`config.mk`:
```
export PLATFORM = sky130hd
export DESIGN_NAME = hazard_scoreboard
export DESIGN_NICKNAME = d
export VERILOG_FILES = /design/src/rtl/hazard_scoreboard.sv
export SDC_FILE = /design/constraint.sdc
export NUM_CORES = 1
export LEC_CHECK = 0
export ABC_AREA = 1
export CORE_MARGIN = 2
export CORE_UTILIZATION = 25
export CTS_CLUSTER_DIAMETER = 60
export DETAILED_ROUTE_END_ITERATION = 7
export PLACE_DENSITY = 0.45
export SYNTH_ARGS = -nofsm -noshare
export SYNTH_HDL_FRONTEND = slang
export SYNTH_SLANG_ARGS = --single-unit
export TNS_END_PERCENT = 50
```
`constraint.sdc`:
```
create_clock -name clk -period 4.4 [get_ports clk]
set_input_delay 0.88 -clock clk [delete_from_list [all_inputs] [get_ports clk]]
set_output_delay 0.88 -clock clk [all_outputs]
set_load 0.02 [all_outputs]
```
`src/rtl/hazard_scoreboard.sv`:
```
// Data-hazard and forwarding controller. Tracks in-flight register writers in a
// shift pipe (slot 0 = EX, slot NUM_STAGES-1 = WB), detects load-use hazards and
// selects the forwarding source for each ID operand.
module hazard_scoreboard #(
  parameter int unsigned NUM_STAGES       = 3,
  parameter int unsigned REG_AW           = 5,
  parameter int unsigned LOAD_AVAIL_STAGE = 1,
  parameter int unsigned CNT_W            = 16,
  localparam int unsigned SEL_W           = $clog2(NUM_STAGES + 1)
) (
  input  logic              clk,
  input  logic              R,
  input  logic [REG_AW-1:0] id_rs1,
  input  logic [REG_AW-1:0] id_rs2,
  input  logic [REG_AW-1:0] id_rd,
  input  logic              id_use_a,
  input  logic              id_use_b,
  input  logic              id_use_c,
  input  logic              id_rf_le,
  input  logic              id_load,
  input  logic              id_flush,
  input  logic              mem_hold,
  input  logic              cnt_clr,
  output logic              le_if,
  output logic              nop_stall,
  output logic [SEL_W-1:0]  sel_a,
  output logic [SEL_W-1:0]  sel_b,
  output logic [SEL_W-1:0]  sel_c,
  output logic [CNT_W-1:0]  stall_count
);

  logic [NUM_STAGES-1:0] valid_q, valid_d;
  logic [NUM_STAGES-1:0] ld_q, ld_d;
  logic [REG_AW-1:0]     rd_q [NUM_STAGES];
  logic [REG_AW-1:0]     rd_d [NUM_STAGES];
  logic [CNT_W-1:0]      cnt_q, cnt_d;

  logic [REG_AW-1:0] src    [3];
  logic [2:0]        use_v;
  logic [2:0]        hz_op;
  logic [SEL_W-1:0]  sel_op [3];
  logic              hazard;

  // Per-operand match: scan oldest to youngest so the youngest writer wins.
  always_comb begin
    src[0] = id_rs1;
    src[1] = id_rs2;
    src[2] = id_rd;
    use_v  = {id_use_c, id_use_b, id_use_a};
    for (int o = 0; o < 3; o++) begin
      hz_op[o]  = 1'b0;
      sel_op[o] = '0;
      for (int i = int'(NUM_STAGES) - 1; i >= 0; i--) begin
        if (use_v[o] && (src[o] != '0) && valid_q[i] && (rd_q[i] == src[o])) begin
          if (ld_q[i] && (i < int'(LOAD_AVAIL_STAGE))) begin
            // Load data not yet available: stall, read nothing forwarded.
            hz_op[o]  = 1'b1;
            sel_op[o] = '0;
          end else begin
            hz_op[o]  = 1'b0;
            sel_op[o] = SEL_W'(i + 1);
          end
        end
      end
    end
  end

  // Hazard and pipeline control outputs.
  always_comb begin
    hazard      = (|hz_op) & ~id_flush;
    le_if       = ~(hazard | mem_hold);
    nop_stall   = hazard | id_flush;
    sel_a       = sel_op[0];
    sel_b       = sel_op[1];
    sel_c       = sel_op[2];
    stall_count = cnt_q;
  end

  // Slot shift and stall-counter next state; a memory hold freezes the pipe.
  always_comb begin
    valid_d = valid_q;
    ld_d    = ld_q;
    rd_d    = rd_q;
    if (!mem_hold) begin
      for (int i = 1; i < int'(NUM_STAGES); i++) begin
        valid_d[i] = valid_q[i-1];
        ld_d[i]    = ld_q[i-1];
        rd_d[i]    = rd_q[i-1];
      end
      // r0 is never tracked; stalled or flushed instructions leave a bubble.
      valid_d[0] = id_rf_le & (id_rd != '0) & ~hazard & ~id_flush;
      ld_d[0]    = id_load;
      rd_d[0]    = id_rd;
    end

    cnt_d = cnt_q;
    if (cnt_clr) begin
      cnt_d = '0;
    end else if (hazard && !mem_hold && (cnt_q != '1)) begin
      cnt_d = cnt_q + CNT_W'(1);
    end
  end

  // State registers with asynchronous active-low reset.
  always_ff @(posedge clk or negedge R) begin
    if (!R) begin
      valid_q <= '0;
      ld_q    <= '0;
      rd_q    <= '{default: '0};
      cnt_q   <= '0;
    end else begin
      valid_q <= valid_d;
      ld_q    <= ld_d;
      rd_q    <= rd_d;
      cnt_q   <= cnt_d;
    end
  end

endmodule

```
==> metrics, run 1 <==
status completed; Critical Path AT 2.96 ns; kind of end point of the critical path output port; register area share after synthesis 0.349; min cycle time layout 3.84 ns; Via density 4.57; setup TNS 0 ns; Gate power share 0.230; Worst-Skew Late Latency 0.29 ns; Slew @ Worst Pin 0.841 ns; n_diodes 0; fmax 0.261 GHz; count of input and output buffers 48; syn avg cell area 6.71 um2; internal power 0.542 mW; Tcrit/Tclk final 0.872; post-synth top area cell dfrtp_1; Die X 104 um; GRT Total Usage 0.149; H-tree Lvls 2; Hold Buf Count CTS 0; largest net degree at the start of global routing 36; Unique masters post-synth 32; dpl hpwl 5790 um; vias in the first global route 2513; largest cells by area after synthesis dfrtp_1 (35%), nand2_1 (17%), nand3_1 (7.0%), inv_1 (6.3%), nor2_1 (5.2%); total power 0.802 mW; ys async rst share 1.00; Root Buffer Master clkbuf_8; # setup viols final 0; # nets final 446; # IOs 49; worst vdd ir 0.0000915 V; register bit count reported by yosys 35; Clk pwr share 0.299; max_cap viols 0; Post-Place Cell Area 3110 um2; post-CTS sizing 0; HP Class register to register; post-route cell area 3200 um2; initial drt markers 106; postcts setup bufs 0; maximum fanout along the worst path 5; Mapped Nets 400; Longest Clk Path Bufs 2; Starting Density 0.257; Fillers 1094; switching power total 0.261 mW; EDFF count, synth 0; Worst slew margin 0.439; DRC viols 0; Setup CP Type input pin to output port; CTS tree yes; Flop pwr share 0.471; total gr overflow 0; Synth Warn # 0; routed via count 2527; post-synthesis cell area 2510 um2; Layout area overhead 27.5%; die area 10900 um2; layout cells sized above 1 0.0405; Core ar. 9770 um2; Clock transition at path regs 0.07 ns; Power Density 251 nW/um2; total CTS buffers 5; Die Ht 104 um; Pleak 1.45 nW; final WL 7810 um; data required time of the worst path 3.52 ns; first-pass GRT wire length 12900 um; clk sinks 35; switching share of power 0.325; Synth Flop Type dfrtp_1; initial antenna violation count 0; wire length per cell 14.1 um; synth cell count leaders nand2_1 (113), inv_1 (42), dfrtp_1 (35), nand3_1 (35), nor2_1 (35); Final ANT Viol Nets 0; final count of hold timing violations 0; Max Clock Skew 0.00829 ns; top-area cell type share of the netlist area 0.349; most common cell in the netlist nand2_1; Pins Over Slew Limit 0; num rows 36; Cells after Synth 374; Startpoint Class input pin; RD Place Congestion 0.819; 1st-pass router iterations 5; RSZ-0062 raised after global routing false
## layer usage
metal	routed length, um	track usage
met1	3470	0.187
met3	363	0.0307
met5	0	0
met2	3930	0.266
met4	49	0.0290
## layout make-up
cell class | count | area [um2] | area share
Sequential cell | 35 | 876 | 0.274
Clock buffer | 6 | 82.6 | 0.0258
Tap cell | 133 | 166 | 0.0520
Inverter | 43 | 161 | 0.0504
Timing Repair Buffer | 50 | 490 | 0.153
Multi-Input combinational cell | 285 | 1420 | 0.444
Clock inverter | 1 | 5.00 | 0.00156
## cell families (layout without fill, tap and decap cells)
kind of cell / after synthesis / count (layout) / share of synthesized area
flip-flops: 35 / 35 / 0.349
buffers and inverters: 54 / 100 / 0.0857
XOR/XNOR: 24 / 24 / 0.0837
adder cells (fa/ha/maj): 1 / 1 / 0.00498
AND/OR/NAND/NOR: 210 / 210 / 0.367
AO/OA/AOI/OAI: 50 / 50 / 0.110
## final timing paths
kind	start	end	slack [ns]	cells after the start
worst max-delay path	id_rd[1]	sel_c[0]	0.56	8
worst min-delay path	valid_q[1]	valid_q[1]	0.50	2
worst max register to register	stall_count[0]	stall_count[4]	2.40	9
worst min register to register	valid_q[1]	valid_q[1]	0.50	2
max in group asynchronous	R	stall_count[4]	3.17	1
min in group asynchronous	R	stall_count[15]	0.70	1
## layout by cell type (no fill, tap or decap), drive strengths merged
master,count
nand2,114
clkdlybuf4s50,47
inv,42
nand3,38
nor2,36
dfrtp,35
o21ai,26
xnor2,13
a21oi,13
nand4,12
xor2,11
clkbuf,6
nor3,6
o22ai,5
buf,3
o211ai,2
a21boi,2
clkinv,2
nand3b,1
nor4,1
o2111ai,1
and2,1
and3,1
a31oi,1
ha,1
## worst max-delay path, stage by stage
cell	delay, ns
clkdlybuf4s50_1	0.58
inv_1	0.12
nand2_1	0.08
nand3_1	0.08
nor3_1	0.28
nand3_1	0.12
o21ai_0	0.18
clkdlybuf4s50_1	0.64
## through the flow
step	hold WS [ns]	std cells	utilization	setup slack, ns
3_3_place_gp	0.469	546	0.319	0.531
2_1_floorplan	0.450	374	-	1.61
4_1_cts	0.493	553	0.328	0.540
6_report	0.498	553	0.328	0.563
3_5_place_dp	0.476	546	0.319	0.541
5_1_grt	0.557	553	0.328	0.392
## power groups by stage
stage	sequential [mW]	combinational [mW]	clock, mW
after global routing	0.382	0.208	0.264
final	0.378	0.184	0.240
after global placement	0.384	0.186	0
after CTS	0.377	0.187	0.250
after detailed placement	0.384	0.186	0
after floorplan	0.375	0.107	0
## flip-flops by register name (all words and copies together) (netlist names)
name / flops
stall_count: 16
valid_q: 3
ld_q: 1
rd_q: 15
No activity file was read; power rests on OpenSTA's default activity.
==> inputs of run 2 (changes only) <==
--- a/config.mk
+++ b/config.mk
@@ -10,7 +10,9 @@
 export CORE_UTILIZATION = 25
 export CTS_CLUSTER_DIAMETER = 60
 export DETAILED_ROUTE_END_ITERATION = 7
-export PLACE_DENSITY = 0.45
+export MAX_ROUTING_LAYER = met4
+export PLACE_DENSITY = 0.55
+export SKIP_LAST_GASP = 1
 export SYNTH_ARGS = -nofsm -noshare
 export SYNTH_HDL_FRONTEND = slang
 export SYNTH_SLANG_ARGS = --single-unit
==> metrics, run 2 (synthesis results as in run 1) <==
status completed; total gr overflow 0; num rows 36; largest net degree at the start of global routing 36; setup TNS 0 ns; post-CTS sizing 0; Starting Density 0.257; Die X 104 um; worst vdd ir 0.000110 V; CTS tree yes; Buf+Inv Stages, Crit Path 3; dpl hpwl 5620 um; layout cells sized above 1 0.0381; count of input and output buffers 48; Core ar. 9770 um2; CP cell instances clkdlybuf4s50_1 -> nor2_1 -> nand3_1 -> nand2_1 -> inv_1 -> nand4_1 -> nand3_1 -> o21ai_0 -> clkdlybuf4s50_1; Worst path max stage delay 0.64 ns; Slew @ Worst Pin 0.643 ns; Power Density 251 nW/um2; worst hold slack 0.490 ns; most common cell after layout, fill and taps aside nand2_1; # IOs 49; vias in the first global route 2604; max FFs per register 16; Hold Buf Count CTS 0; Slowest cell on crit path clkdlybuf4s50_1; clk sinks 35; Critical Path AT 2.99 ns; fmax 0.259 GHz; # setup viols final 0; RD Place Congestion 0.840; Longest Clk Path Bufs 2; Die Ht 104 um; die area 10900 um2; DRC viols 0; Root Buffer Master clkbuf_8; n_diodes 0; Worst-Skew Late Latency 0.29 ns; Tcrit/Tclk final 0.879; Startpoint Class input pin; total CTS buffers 5; Worst slew margin 0.570; maximum fanout along the worst path 5; Clock transition at path regs 0.07 ns; Layout area overhead 27.7%; 1st-pass router iterations 4; Setup CP Type input pin to output port; commonest cells after routing, fill and taps aside nand2_1 (113), clkdlybuf4s50_1 (48), inv_1 (42); # nets final 446; initial drt markers 119; Pins Over Slew Limit 0; H-tree Lvls 2; dominant delay contributor by cell family on the critical path buffers and inverters; min cycle time layout 3.87 ns; Max Clock Skew 0.00949 ns; final WL 7400 um; first-pass GRT wire length 12600 um; postcts setup bufs 0; HP Class register to register; wire length per cell 13.4 um; DP Worst Slack 0.573 ns; RSZ-0062 raised after global routing false; routed via count 2574; Pleak 1.45 nW; PnR worst setup slack 0.533 ns; final count of hold timing violations 0; GRT Total Usage 0.148; max_cap viols 0; initial antenna violation count 0; Via density 4.65; kind of end point of the critical path output port; Fillers 1079; Final ANT Viol Nets 0; data required time of the worst path 3.52 ns
run 2: cell types whose count changed in the layout (fill, tap and decap cells not counted):
cell | previous run | this run
buf_2 | 1 | 0
clkdlybuf4s50_1 | 47 | 48
run 2: worst paths after layout:
path | from | endpoint | slack (ns) | depth (start not counted)
worst min register to register | valid_q[1] | valid_q[1] | 0.49 | 2
min in group asynchronous | R | stall_count[9] | 1.00 | 2
max in group asynchronous | R | valid_q[1] | 3.07 | 2
worst max register to register | stall_count[0] | stall_count[8] | 2.42 | 9
worst min-delay path | valid_q[1] | valid_q[1] | 0.49 | 2
worst max-delay path | id_rd[1] | sel_c[0] | 0.53 | 9
run 2: report_power, final:
group          internal [mW]  switching, mW  total, mW  leakage, nW
clock                  0.123          0.123      0.246       0.0470
combinational         0.0760          0.108      0.184        0.947
sequential             0.343         0.0323      0.376        0.460
run 2: through the flow:
| stage | cell area, um2 | cells | utilization | power (mW) |
|---|---|---|---|---|
| floorplan | 2510 | 374 | - | 0.482 |
| global route | 3210 | 553 | 0.328 | 0.857 |
| global placement | 3120 | 546 | 0.319 | 0.566 |
| detailed placement | 3120 | 546 | 0.319 | 0.567 |
| CTS | 3210 | 553 | 0.328 | 0.815 |
| finish | 3210 | 553 | 0.328 | 0.805 |
run 2: metal layers:
layer / share of wire / vias up / GRT usage
met3: 0.054 / 14 / 0.0301
met5: 0 / - / -
met1: 0.46 / 1163 / 0.185
li1: - / 1301 / -
met2: 0.47 / 96 / 0.237
met4: 0.023 / 0 / 0.0569
run 2: layout make-up:
type	instances	area, um2	area share
flip-flops and latches	35	876	0.273
repair buffers	50	495	0.155
clock inverters	1	5.00	0.00156
clock buffers	6	82.6	0.0258
inverters	43	161	0.0503
multi-input cells	285	1420	0.443
well taps	133	166	0.0519
run 2: worst reg2reg max path, stage by stage (launching register included):
cell     delay [ns]
dfrtp_1        0.43
ha_1           0.20
and3_1         0.29
nand3_2        0.12
nor2_2         0.17
a21oi_2        0.10
nand3_4        0.22
nand2_4        0.18
nand2_1        0.11
nand2_1        0.05
